==> src/rtl/quad_pkg.sv <==
// Shared opcodes, response codes, widths and FSM state type for the command decoder.
package quad_pkg;

    localparam int unsigned CMD_W  = 8;
    localparam int unsigned DATA_W = 16;
    localparam int unsigned THR_W  = 9;
    localparam int unsigned RESP_W = 8;

    // Watchdog counter widths: timeout period is 2^width clocks
    localparam int unsigned WD_W_FAST = 9;
    localparam int unsigned WD_W_SLOW = 26;

    localparam logic [CMD_W-1:0] OP_SET_PTCH  = 8'h02;
    localparam logic [CMD_W-1:0] OP_SET_ROLL  = 8'h03;
    localparam logic [CMD_W-1:0] OP_SET_YAW   = 8'h04;
    localparam logic [CMD_W-1:0] OP_SET_THRST = 8'h05;
    localparam logic [CMD_W-1:0] OP_CALIBRATE = 8'h06;
    localparam logic [CMD_W-1:0] OP_EMER_LAND = 8'h07;
    localparam logic [CMD_W-1:0] OP_MTRS_OFF  = 8'h08;

    localparam logic [RESP_W-1:0] RESP_ACK = 8'hA5;
    localparam logic [RESP_W-1:0] RESP_NAK = 8'hEE;

    typedef enum logic [1:0] {
        IDLE     = 2'd0,
        CAL_WAIT = 2'd1,
        EMER     = 2'd2
    } state_t;

    // Counter width giving the requested watchdog period
    function automatic int unsigned wd_cnt_w(input bit fast_sim);
        return fast_sim ? WD_W_FAST : WD_W_SLOW;
    endfunction

endpackage

==> src/rtl/cmd_watchdog.sv <==
// Link-loss watchdog: free-running counter cleared by kick, flags terminal count.
module cmd_watchdog
    import quad_pkg::*;
#(
    parameter bit FAST_SIM = 1'b1
) (
    input  logic clk,
    input  logic rst,
    input  logic kick,
    output logic timeout
);

    localparam int unsigned CNT_W = wd_cnt_w(FAST_SIM);

    logic [CNT_W-1:0] cnt_q;
    logic [CNT_W-1:0] cnt_d;

    // Clear on kick, otherwise count up and wrap naturally past all-ones
    always_comb begin
        cnt_d = cnt_q + CNT_W'(1);
        if (kick) begin
            cnt_d = '0;
        end
    end

    // Counter register
    always_ff @(posedge clk or posedge rst) begin
        if (rst) begin
            cnt_q <= '0;
        end else begin
            cnt_q <= cnt_d;
        end
    end

    // Terminal count; a coincident kick takes priority
    assign timeout = (&cnt_q) & ~kick;

endmodule

==> src/rtl/cmd_cfg.sv <==
// Remote command decoder: applies set-points, calibration and emergency commands.
module cmd_cfg
    import quad_pkg::*;
#(
    parameter bit FAST_SIM = 1'b1
) (
    input  logic                     clk,
    input  logic                     rst,
    input  logic                     cmd_rdy,
    input  logic [CMD_W-1:0]         cmd,
    input  logic [DATA_W-1:0]        data,
    output logic                     clr_cmd_rdy,
    output logic [RESP_W-1:0]        resp,
    output logic                     send_resp,
    input  logic                     cal_done,
    output logic                     strt_cal,
    output logic                     inertial_cal,
    output logic signed [DATA_W-1:0] d_ptch,
    output logic signed [DATA_W-1:0] d_roll,
    output logic signed [DATA_W-1:0] d_yaw,
    output logic [THR_W-1:0]         thrst,
    output logic                     motors_off
);

    state_t state_q;
    logic   accept_c;
    logic   wd_timeout;

    // A packet is consumed only in IDLE; the cycle after an ack the wrapper
    // has not yet dropped cmd_rdy, so that stale level is ignored.
    assign accept_c = (state_q == IDLE) && cmd_rdy && !clr_cmd_rdy;

    cmd_watchdog #(
        .FAST_SIM (FAST_SIM)
    ) u_watchdog (
        .clk     (clk),
        .rst     (rst),
        .kick    (accept_c),
        .timeout (wd_timeout)
    );

    // Command FSM with registered outputs
    always_ff @(posedge clk or posedge rst) begin
        if (rst) begin
            state_q      <= IDLE;
            clr_cmd_rdy  <= 1'b0;
            send_resp    <= 1'b0;
            strt_cal     <= 1'b0;
            resp         <= '0;
            inertial_cal <= 1'b0;
            motors_off   <= 1'b1;
            d_ptch       <= '0;
            d_roll       <= '0;
            d_yaw        <= '0;
            thrst        <= '0;
        end else begin
            clr_cmd_rdy <= 1'b0;
            send_resp   <= 1'b0;
            strt_cal    <= 1'b0;

            // Silent link: drop set-points; never coincides with an accept
            if (wd_timeout) begin
                d_ptch <= '0;
                d_roll <= '0;
                d_yaw  <= '0;
                thrst  <= '0;
            end

            case (state_q)
                IDLE: begin
                    if (accept_c) begin
                        clr_cmd_rdy <= 1'b1;
                        case (cmd)
                            OP_SET_PTCH: begin
                                d_ptch    <= $signed(data);
                                resp      <= RESP_ACK;
                                send_resp <= 1'b1;
                            end
                            OP_SET_ROLL: begin
                                d_roll    <= $signed(data);
                                resp      <= RESP_ACK;
                                send_resp <= 1'b1;
                            end
                            OP_SET_YAW: begin
                                d_yaw     <= $signed(data);
                                resp      <= RESP_ACK;
                                send_resp <= 1'b1;
                            end
                            OP_SET_THRST: begin
                                thrst     <= data[THR_W-1:0];
                                resp      <= RESP_ACK;
                                send_resp <= 1'b1;
                            end
                            OP_CALIBRATE: begin
                                strt_cal     <= 1'b1;
                                motors_off   <= 1'b0;
                                inertial_cal <= 1'b1;
                                state_q      <= CAL_WAIT;
                            end
                            OP_EMER_LAND: begin
                                d_ptch  <= '0;
                                d_roll  <= '0;
                                d_yaw   <= '0;
                                thrst   <= '0;
                                state_q <= EMER;
                            end
                            OP_MTRS_OFF: begin
                                motors_off <= 1'b1;
                                resp       <= RESP_ACK;
                                send_resp  <= 1'b1;
                            end
                            default: begin
                                resp      <= RESP_NAK;
                                send_resp <= 1'b1;
                            end
                        endcase
                    end
                end
                CAL_WAIT: begin
                    if (cal_done) begin
                        inertial_cal <= 1'b0;
                        resp         <= RESP_ACK;
                        send_resp    <= 1'b1;
                        state_q      <= IDLE;
                    end
                end
                EMER: begin
                    // Set-points were zeroed on entry; ack one cycle later
                    resp      <= RESP_ACK;
                    send_resp <= 1'b1;
                    state_q   <= IDLE;
                end
                default: begin
                    state_q <= IDLE;
                end
            endcase
        end
    end

endmodule

==> config.mk <==
export PLATFORM = sky130hd
export DESIGN_NAME = cmd_cfg
export DESIGN_NICKNAME = d
export VERILOG_FILES = /design/src/rtl/quad_pkg.sv /design/src/rtl/cmd_watchdog.sv /design/src/rtl/cmd_cfg.sv
export SDC_FILE = /design/constraint.sdc
export NUM_CORES = 1
export LEC_CHECK = 0
export ABC_AREA = 1
export CORE_MARGIN = 4
export CORE_UTILIZATION = 52
export CTS_CLUSTER_DIAMETER = 50
export DETAILED_ROUTE_END_ITERATION = 10
export GPL_TIMING_DRIVEN = 0
export PLACE_DENSITY_LB_ADDON = 0.15
export SETUP_SLACK_MARGIN = 0.3
export SYNTH_ARGS = -nofsm -noshare
export SYNTH_HDL_FRONTEND = slang
export SYNTH_SLANG_ARGS = --single-unit
==> constraint.sdc <==
create_clock -name clk -period 3.5 [get_ports clk]
set_input_delay 0.525 -clock clk [delete_from_list [all_inputs] [get_ports clk]]
set_output_delay 0.525 -clock clk [all_outputs]
set_load 0.01 [all_outputs]
==> results of run 1 <==
==> layout by cell type, fill, tap and decap left out, types with 2 or more instances in the layout <==
master	netlist	layout
a21oi_1	5	5
buf_2	4	4
buf_4	7	7
buf_6	4	4
buf_8	2	2
clkbuf_8	0	9
clkdlybuf4s50_1	0	96
clkinv_2	0	3
dfrtp_1	75	75
ha_1	7	7
inv_1	36	35
inv_2	7	7
nand2_1	166	166
nand2_2	4	4
nand3_1	41	41
nand3_2	21	21
nand4_1	4	4
nor2_1	33	33
nor2_2	5	5
nor2_4	2	2
nor3_1	2	2
o21ai_0	4	4
==> path summary, 6_finish.rpt <==
kind | startpoint | endpoint | cells after the start
max | u_watchdog.cnt_q[0]$_DFF_PP0_ | d_ptch[10]$_DFF_PP0_ | 13
min | u_watchdog.cnt_q[0]$_DFF_PP0_ | u_watchdog.cnt_q[0]$_DFF_PP0_ | 1
max reg2reg | u_watchdog.cnt_q[0]$_DFF_PP0_ | d_ptch[10]$_DFF_PP0_ | 13
min reg2reg | u_watchdog.cnt_q[0]$_DFF_PP0_ | u_watchdog.cnt_q[0]$_DFF_PP0_ | 1
max in group asynchronous | rst | motors_off$_DFFE_PP1P_ | 3
min in group asynchronous | rst | d_ptch[13]$_DFF_PP0_ | 2
==> power groups by stage <==
stage                     Clock [uW]  Combinational, uW  Sequential (uW)
after floorplan                    0                177             1000
after global placement             0                364              989
after detailed placement           0                379              991
after CTS                        673                381              975
after global routing             713                415              985
final                            660                378              975
==> critical path, stage by stage (launching register included) <==
cell	delay [ps]
dfrtp_1	390
ha_1	180
nand2_1	50
inv_1	90
nand4_1	130
nor3b_1	260
ha_1	190
nand2_1	60
nand2_2	100
inv_2	50
buf_6	140
buf_8	150
nand3_2	60
nand2_1	40
==> kinds of logic (layout without fill, tap and decap cells) <==
| family | Yosys count | after routing | synth area share, % |
|---|---|---|---|
| AOI/OAI and AO/OA | 9 | 9 | 1.23 |
| xor gates and xnor gates | 1 | 1 | 0.240 |
| adders and majority gates | 7 | 7 | 2.40 |
| buffers and inverters | 61 | 174 | 8.56 |
| DFF | 76 | 76 | 52.1 |
| other | 1 | 1 | 0.103 |
| and+or+nand+nor | 280 | 280 | 35.4 |
==> per-stage QoR <==
| step | utilization (%) | hold slack [ps] | setup WS [ps] |
|---|---|---|---|
| global placement | 69.7 | 449 | -195 |
| floorplan | - | 433 | 1040 |
| global route | 73.0 | 511 | 1260 |
| CTS | 73.0 | 476 | 1460 |
| detailed placement | 70.2 | 463 | 1270 |
| finish | 73.0 | 482 | 1480 |
==> layer usage <==
| metal | wire length [um] | track usage [%] |
|---|---|---|
| met3 | 571 | 7.30 |
| met4 | 99 | 6.19 |
| met5 | 0 | 0 |
| met2 | 4500 | 37.9 |
| met1 | 3900 | 28.4 |
==> state kept, by name, summed over array words and instances (netlist names) <==
name	cells
d_roll	16
u_watchdog.cnt_q	9
send_resp	1
thrst	9
d_ptch	16
clr_cmd_rdy	1
resp	3
strt_cal	1
inertial_cal	1
motors_off	1
d_yaw	16
state_q	2
==> final cells by class <==
class	count	area (um^2)	share of cell area, %
well taps	96	120	2.42
clock inverters	6	62.6	1.26
clock buffers	10	128	2.57
flip-flops and latches	76	1900	38.4
multi-input cells	298	1440	29.1
repair buffers	97	988	19.9
plain buffers	17	148	2.98
inverters	44	168	3.38
==> cells in the mapped netlist <==
cell type    n  area, um^2
nand2_1    166         623
dfrtp_1     75        1880
nand3_1     41         205
inv_1       36         135
nor2_1      33         124
nand3_2     21         210
buf_4        7        52.6
ha_1         7        87.6
inv_2        7        26.3
a21oi_1      5        25.0
nor2_2       5        31.3
buf_2        4        20.0
buf_6        4        45.0
nand2_2      4        25.0
nand4_1      4        25.0
o21ai_0      4        20.0
buf_8        2        30.0
nor2_4       2        22.5
nor3_1       2        10.0
clkinv_1     1        3.75
conb_1       1        3.75
dfstp_2      1        26.3
nand2_4      1        11.3
nor3b_1      1        7.51
xor2_1       1        8.76
==> impl_metrics.env, run 1 <==
export IMPL_status="completed"
export IMPL_peakVddDrop_mv=0.297
export IMPL_clock_skew_ps=16.3
export IMPL_cts_buffers=9
export IMPL_p_seq_share_pct=48.4
export IMPL_p_clk_share_pct=32.8
export IMPL_grt_pass1_vias=3188
export IMPL_swShare_pct=27.9
export IMPL_synth_fp_nets=470
export IMPL_drcViolationCount=0
export IMPL_die_area_um2=8440
export IMPL_clock_path_buffers=2
export IMPL_final_min_clock_period_ps=2020
export IMPL_p_switching_uw=561
export IMPL_syn_to_final_growth_pct=35.6
export IMPL_total_power_uw=2010
export IMPL_yosysWarnings=0
export IMPL_pin_count=98
export IMPL_cts_root_buf="clkbuf_8"
export IMPL_port_buffers=96
export IMPL_min_period_over_period_pct=57.6
export IMPL_arrival_ps=2250
export IMPL_die_h_um=91.9
export IMPL_cp_max_fo=10
export IMPL_start_kind="register"
export IMPL_final_max_slew_viol_count=0
export IMPL_stdcell_count=644
export IMPL_final_cell_area_um2=4960
export IMPL_gp_congestion=0.833
export IMPL_internal_power_uw=1450
export IMPL_diodes=0
export IMPL_crit_required_ps=3730
export IMPL_dpl_hpwl_mm=6.74
export IMPL_drt_total_wl_mm=9.06
export IMPL_final_hold_violation_count=0
export IMPL_numClockSinks=76
export IMPL_wl_per_cell_um=14.1
export IMPL_setup_tns_ps=0
export IMPL_core_rowCount=30
export IMPL_insertion_delay_ps=350
export IMPL_netlist_instances=435
export IMPL_n_fill_cell=533
export IMPL_max_freq_mhz=496
export IMPL_coreArea_um2=6790
export IMPL_track_usage_pct=22.7
export IMPL_vias=3178
export IMPL_cts_hold_buf=0
export IMPL_grt_max_degree=52
export IMPL_firstDrtPassIters=4
export IMPL_place_area_um2=4770
export IMPL_p_leak_uw=0.00259
export IMPL_cts_tree="built"
export IMPL_min_path_type="register to register"
export IMPL_via_per_inst=4.93
export IMPL_critPathKind="register to register"
export IMPL_dp_cells=628
export IMPL_die_w_um=91.9
export IMPL_post_cts_buffers=0
export IMPL_fin_nets=578
export IMPL_start_util_pct=53.8
export IMPL_layout_drive_gt1_share_pct=13.7
export IMPL_drv_cap=0
export IMPL_r2r_slack_ps=1480
export IMPL_clkTransAtPathRegs_ps=90
export IMPL_powerDensity_nw_per_um2=406
export IMPL_antenna_left=0
export IMPL_cp_end_kind="register"
export IMPL_ys_seq_area_share_pct=52.1
export IMPL_ys_types=25
export IMPL_grt_pass1_wl_mm=15.1
export IMPL_final_setup_viol_count=0
export IMPL_avgSynthCellArea_um2=8.40
export IMPL_ctsResizeCount=0
export IMPL_htree_levels=3
export IMPL_drt_iter0_drc=151
export IMPL_synth_cell_area_um2=3660
export IMPL_antenna_found_initial=0
export IMPL_rsz0062_at_grt="false"
export IMPL_ys_ff_latch=76
export IMPL_gr_total_overflow=0
export IMPL_comb_power_share_pct=18.8
Note: power is estimated with default switching activity, not from simulation.
==> run 2: changes to the inputs <==
--- a/config.mk
+++ b/config.mk
@@ -7,7 +7,7 @@
 export LEC_CHECK = 0
 export ABC_AREA = 1
 export CORE_MARGIN = 4
-export CORE_UTILIZATION = 52
+export CORE_UTILIZATION = 49
 export CTS_CLUSTER_DIAMETER = 50
 export DETAILED_ROUTE_END_ITERATION = 10
 export GPL_TIMING_DRIVEN = 0
==> constraint.sdc (replaced) <==
create_clock -name clk -period 1.9 [get_ports clk]
set_input_delay 0.285 -clock clk [delete_from_list [all_inputs] [get_ports clk]]
set_output_delay 0.285 -clock clk [all_outputs]
set_load 0.01 [all_outputs]
==> impl_metrics.env, run 2 (synthesis gave the netlist of run 1 again) <==
export IMPL_status="completed"
export IMPL_cp_endpoint="d_roll[12]$_DFF_PP0_"
export IMPL_htree_levels=3
export IMPL_firstDrtPassIters=4
export IMPL_crit_required_ps=2190
export IMPL_layout_common_cells="nand2_1, dfrtp_1, clkdlybuf4s50_1, nand3_2, inv_1"
export IMPL_rsz0062_at_grt="true"
export IMPL_cpPeakStageDelay_ps=390
export IMPL_layout_drive_gt1_share_pct=24.6
export IMPL_antenna_found_initial=0
export IMPL_setup_tns_ps=0
export IMPL_critPathKind="register to register"
export IMPL_p_leak_uw=0.00313
export IMPL_fin_nets=597
export IMPL_worst_slew_pin_slew_ps=823
export IMPL_cp_end_kind="register"
export IMPL_slew_headroom_pct=45.0
export IMPL_utilization_pct=75.6
export IMPL_clock_path_buffers=2
export IMPL_die_area_um2=8910
export IMPL_drt_iter0_drc=148
export IMPL_min_period_over_period_pct=98.5
export IMPL_reg_largest_list="d_ptch x16, d_roll x16, d_yaw x16"
export IMPL_final_min_clock_period_ps=1870
export IMPL_max_freq_mhz=534
export IMPL_grt_max_degree=40
export IMPL_syn_to_final_growth_pct=50.1
export IMPL_grt_pass1_vias=3330
export IMPL_rr_worst_depth=10
export IMPL_die_h_um=94.4
export IMPL_peakVddDrop_mv=0.476
export IMPL_core_rowCount=31
export IMPL_powerDensity_nw_per_um2=669
export IMPL_wl_per_cell_um=15.2
export IMPL_final_setup_viol_count=0
export IMPL_gr_total_overflow=0
export IMPL_coreArea_um2=7250
export IMPL_multi_input_area_um2=1660
export IMPL_final_max_slew_viol_count=0
export IMPL_final_hold_violation_count=0
export IMPL_numClockSinks=76
export IMPL_r2r_slack_ps=30
export IMPL_seq_area_um2=1900
export IMPL_drt_total_wl_mm=10.1
export IMPL_r2r_start="state_q[0]$_DFFE_PP0P_"
export IMPL_cp_common_cell="inv_1"
export IMPL_drv_cap=0
export IMPL_drcViolationCount=0
export IMPL_diodes=0
export IMPL_grt_pass1_wl_mm=15.6
export IMPL_cts_root_buf="clkbuf_8"
export IMPL_insertion_delay_ps=350
export IMPL_cp_startpoint="state_q[0]$_DFFE_PP0P_"
export IMPL_start_util_pct=50.4
export IMPL_min_path_type="primary input to async pin"
export IMPL_r2r_end="d_roll[12]$_DFF_PP0_"
export IMPL_cts_tree="built"
export IMPL_dpl_hpwl_mm=6.70
export IMPL_die_w_um=94.4
export IMPL_pin_count=98
export IMPL_clkTransAtPathRegs_ps=90
export IMPL_gp_congestion=0.846
export IMPL_final_common_cell="nand2_1"
export IMPL_antenna_left=0
export IMPL_cts_buffers=9
export IMPL_cp_max_fo=10
export IMPL_crit_chain="inv_1 > ha_1 > buf_6 > nand3_2 > inv_1 > buf_4 > nand2_2 > inv_1 > nand2_1 > nand2_2"
export IMPL_vias=3335
export IMPL_arrival_ps=2160
export IMPL_track_usage_pct=22.8
export IMPL_clock_skew_ps=14.9
export IMPL_n_fill_cell=525
export IMPL_holdWs_ps=427
export IMPL_via_per_inst=5.02
export IMPL_start_kind="register"
export IMPL_slowest_stage="dfrtp_1"
export IMPL_port_buffers=96
-- run 2: cell types whose count changed in the layout (fill, tap and decap cells not counted), moves of 5 or more --
cell	previous run	this run
nand3_2	21	46
buf_4	7	16
buf_12	0	5
clkdlybuf4s50_1	96	68
buf_6	4	12
dlymetal6s2s_1	0	22
nand2_2	4	13
nand2_1	166	156
nand3_1	41	13
-- run 2: power breakdown --
| part | leakage [uW] | switching, uW | internal (uW) |
|---|---|---|---|
| combinational | 0.00201 | 376 | 378 |
| sequential | 0.00103 | 75.5 | 1720 |
| clock | 0.0000848 | 614 | 507 |
-- run 2: per-stage QoR --
stage	power (uW)	cells	setup WS [ps]	cell area [um^2]
finish	3670	665	27.8	5490
floorplan	2180	435	185	3660
global route	3850	665	-126	5490
CTS	3640	662	10.4	5300
global placement	2500	630	-113	4750
detailed placement	2520	631	-120	4770
-- run 2: worst max-delay path, delay by kind of cell, from the launching register on --
kind	cells	cell delay, ps
buf+inv	5	740
simple gates	4	510
flops	1	390
fa+ha+maj	1	170
-- run 2: routing by layer --
layer / vias to the layer above / global-route usage (%) / wire, um
li1: 1604 / - / -
met1: 1567 / 27.9 / 3980
met2: 133 / 39.1 / 5050
met3: 31 / 5.02 / 659
met4: 0 / 9.03 / 385
met5: - / 0 / 0
-- run 2: how the worst min path moves through the flow --
stage                     slack (ps)  cells past startpoint                          start                            end
after floorplan                  400                      2                        data[5]             thrst[5]$_DFF_PP0_
after global placement           440                      1  u_watchdog.cnt_q[0]$_DFF_PP0_  u_watchdog.cnt_q[0]$_DFF_PP0_
after detailed placement         460                      1  u_watchdog.cnt_q[0]$_DFF_PP0_  u_watchdog.cnt_q[0]$_DFF_PP0_
after CTS                        460                      2                            rst           d_ptch[14]$_DFF_PP0_
after global routing             500                      2                            rst           d_ptch[14]$_DFF_PP0_
final                            430                      2                            rst            d_yaw[10]$_DFF_PP0_
-- run 2: cell type report --
class / instances / share of cell area (%)
flip-flops and latches: 76 / 34.7
clock inverters: 5 / 0.684
inverters: 44 / 3.12
well taps: 99 / 2.26
repair buffers: 115 / 22.9
plain buffers: 17 / 3.49
multi-input cells: 299 / 30.3
clock buffers: 10 / 2.51
-- run 2: timing repair --
action                     in CTS  in global routing
resized for setup              52                 53
setup buffers                  10                  3
gates cloned                    6                  0
hold buffers                    0                  0
setup endpoints to repair      68                 87
pin swaps                      19                 22
==> run 3: changes to the inputs <==
--- a/config.mk
+++ b/config.mk
@@ -5,9 +5,9 @@
 export SDC_FILE = /design/constraint.sdc
 export NUM_CORES = 1
 export LEC_CHECK = 0
-export ABC_AREA = 1
+export ABC_AREA = 0
 export CORE_MARGIN = 4
-export CORE_UTILIZATION = 49
+export CORE_UTILIZATION = 46
 export CTS_CLUSTER_DIAMETER = 50
 export DETAILED_ROUTE_END_ITERATION = 10
 export GPL_TIMING_DRIVEN = 0
==> impl_metrics.env, run 3 <==
export IMPL_final_hold_violation_count=0
export IMPL_rsz0062_at_grt="true"
export IMPL_slew_headroom_pct=37.2
export IMPL_ys_ff_latch=76
export IMPL_start_util_pct=48.2
export IMPL_die_area_um2=8140
export IMPL_ys_seq_area_share_pct=61.2
export IMPL_critPathKind="register to register"
export IMPL_cp_depth=8
export IMPL_cts_tree="built"
export IMPL_r2r_start="state_q[0]$_DFFE_PP0P_"
export IMPL_ys_types=41
export IMPL_max_freq_mhz=483
export IMPL_cp_top_family="simple AND/OR/NAND/NOR gates"
export IMPL_r2r_end="d_ptch[8]$_DFF_PP0_"
export IMPL_grt_use_met3_pct=7.01
export IMPL_track_usage_pct=23.4
export IMPL_final_max_slew_viol_count=0
export IMPL_wl_per_cell_um=22.4
export IMPL_grt_pass1_wl_mm=15.0
export IMPL_dpl_hpwl_mm=5.45
export IMPL_start_kind="register"
export IMPL_core_rowCount=29
export IMPL_final_cell_area_um2=5230
export IMPL_holdWs_ps=320
export IMPL_grt_busiest_layer="met2"
export IMPL_arrival_ps=2370
export IMPL_antenna_found_initial=0
export IMPL_met1_usage_pct=30.4
export IMPL_yosys_area_top_type_share_pct=60.3
export IMPL_yosysWarnings=0
export IMPL_yosys_area_top_type="dfrtp_1"
export IMPL_clkTransAtPathRegs_ps=90
export IMPL_status="finished with violations"
export IMPL_cp_max_fo=5
export IMPL_synth_adder_area_share_pct=2.82
export IMPL_crit_chain="inv_2 > ha_4 > nand3b_1 > buf_6 > or3_4 > nor3_4 > buf_6 > a22o_1"
export IMPL_p_leak_uw=0.00270
export IMPL_via_per_inst=5.95
export IMPL_crit_buf_inv=3
export IMPL_final_min_clock_period_ps=2070
export IMPL_antenna_left=0
export IMPL_rr_worst_depth=8
export IMPL_layout_drive_gt1_share_pct=30.2
export IMPL_diodes=0
export IMPL_dp_worst_setup_slack_ps=-860
export IMPL_async_flop_share_pct=100
export IMPL_slowest_stage="dfrtp_1"
export IMPL_fin_nets=427
export IMPL_cp_startpoint="state_q[0]$_DFFE_PP0P_"
export IMPL_grt_max_degree=33
export IMPL_synthTopCellsByCount="dfrtp_1, a22o_1, nor2_1, clkbuf_1, ha_1"
export IMPL_grt_pass1_vias=2760
export IMPL_cp_end_kind="register"
export IMPL_utilization_pct=80.9
export IMPL_synth_top_family_by_area="compound AO/OA/AOI/OAI gates"
export IMPL_pin_count=98
export IMPL_crit_required_ps=2200
export IMPL_netlist_instances=237
export IMPL_peakVddDrop_mv=0.678
export IMPL_cts_buffers=9
export IMPL_drt_iter0_drc=204
export IMPL_yosys_mux_area_fraction_pct=0.684
export IMPL_vias=2820
export IMPL_clock_skew_ps=13.3
export IMPL_drcViolationCount=0
export IMPL_synth_simple_area_share_pct=9.01
export IMPL_n_fill_cell=339
export IMPL_clock_path_buffers=2
export IMPL_synth_fp_nets=272
export IMPL_coreArea_um2=6460
export IMPL_grtUsageMet2_pct=36.0
export IMPL_insertion_delay_ps=360
export IMPL_gr_total_overflow=0
export IMPL_powerDensity_nw_per_um2=720
export IMPL_syn_to_final_growth_pct=68.1
export IMPL_cp_endpoint="d_ptch[8]$_DFF_PP0_"
export IMPL_avgSynthCellArea_um2=13.1
export IMPL_min_period_over_period_pct=109
export IMPL_gp_congestion=0.823
export IMPL_synth_area_leaders="dfrtp_1, a22o_1, ha_1"
export IMPL_synthFlopType="dfrtp_1"
export IMPL_r2r_slack_ps=-170
export IMPL_post_synth_top_count_cell="dfrtp_1"
export IMPL_layout_common_cells="dfrtp_1, clkdlybuf4s50_1, a22o_1, buf_4, dlymetal6s2s_1"
export IMPL_cpPeakStageDelay_ps=430
export IMPL_synth_cell_area_um2=3110
export IMPL_die_h_um=90.2
export IMPL_die_w_um=90.2
export IMPL_numClockSinks=76
export IMPL_place_area_um2=4200
export IMPL_firstDrtPassIters=4
export IMPL_final_setup_viol_count=50
export IMPL_synth_compound_area_share_pct=20.6
export IMPL_cts_root_buf="clkbuf_8"
export IMPL_cp_common_cell="buf_6"
export IMPL_final_common_cell="dfrtp_1"
export IMPL_htree_levels=3
export IMPL_port_buffers=94
export IMPL_fin_ws_ps=-172
export IMPL_drv_cap=0
export IMPL_synth_edf_count=0
export IMPL_reg_largest_list="d_ptch x16, d_roll x16, d_yaw x16"
export IMPL_worst_slew_pin_slew_ps=943
export IMPL_violations="setup timing"
export IMPL_total_power_uw=3760
export IMPL_drt_total_wl_mm=10.6
export IMPL_synth_xor_area_share_pct=1.97
export IMPL_min_path_type="primary input to async pin"
run 3: changes by cell type in the layout (fill, tap and decap cells not counted), moves of 11 or more:
| cell | before | now |
|---|---|---|
| nand2_2 | 13 | 1 |
| a22o_1 | 0 | 57 |
| nor2_1 | 31 | 5 |
| inv_1 | 33 | 2 |
| buf_4 | 16 | 31 |
| nand3_2 | 46 | 1 |
| nand3_1 | 13 | 2 |
| nand2_1 | 156 | 4 |
run 3: how the worst min path moves through the flow:
| stage | from | endpoint | slack (ps) | cells past startpoint |
|---|---|---|---|---|
| floorplan | data[0] | d_ptch[0]$_DFF_PP0_ | 410 | 1 |
| global placement | u_watchdog.cnt_q[0]$_DFF_PP0_ | u_watchdog.cnt_q[0]$_DFF_PP0_ | 440 | 1 |
| detailed placement | u_watchdog.cnt_q[0]$_DFF_PP0_ | u_watchdog.cnt_q[0]$_DFF_PP0_ | 460 | 1 |
| CTS | rst | d_roll[2]$_DFF_PP0_ | 340 | 2 |
| global route | rst | d_roll[2]$_DFF_PP0_ | 360 | 2 |
| finish | rst | d_roll[2]$_DFF_PP0_ | 320 | 2 |
run 3: repair_timing:
item,CTS,global route
endpoints found under the hold margin,0,0
gates cloned,6,0
hold buffers,0,0
endpoints found under the setup margin,78,90
resized for setup,67,57
pin swaps,38,29
setup buffers,24,18
run 3: area by class of cell:
class                      instances  area, um^2  share of cell area, %
inverter                           6        31.3                  0.598
tap                               77        96.3                   1.84
clock buffer                       9         124                   2.37
clock inverter                     7        56.3                   1.08
multi-input combinational        141        1370                   26.1
timing repair buffer             143        1510                   28.8
buffer                            15         145                   2.78
sequential                        76        1900                   36.4
run 3: kinds of logic after synthesis:
group,count (synthesis)
DFF,76
AOI/OAI and AO/OA,78
xor gates and xnor gates,7
and+or+nand+nor,45
buffers and inverters,21
other,1
muxes,2
adders and majority gates,7
run 3: metrics by stage:
step                      TNS (ps)  cells
after detailed placement    -37940    410
after global placement      -46200    408
after floorplan              -3690    237
after CTS                     -313    456
after global routing         -8440    474
final                        -5240    474
run 3: layer usage:
metal / part of all wire (%) / up-vias / routed length [um]
met5: 0 / - / 0
met4: 2.7 / 0 / 289
met3: 8.1 / 27 / 860
met2: 48 / 148 / 5060
met1: 41 / 1440 / 4380
li1: - / 1205 / -
run 3: power breakdown:
part | total, uW | switching (uW) | internal, uW
logic | 819 | 374 | 445
registers | 1780 | 66.6 | 1710
clock network | 1160 | 670 | 492
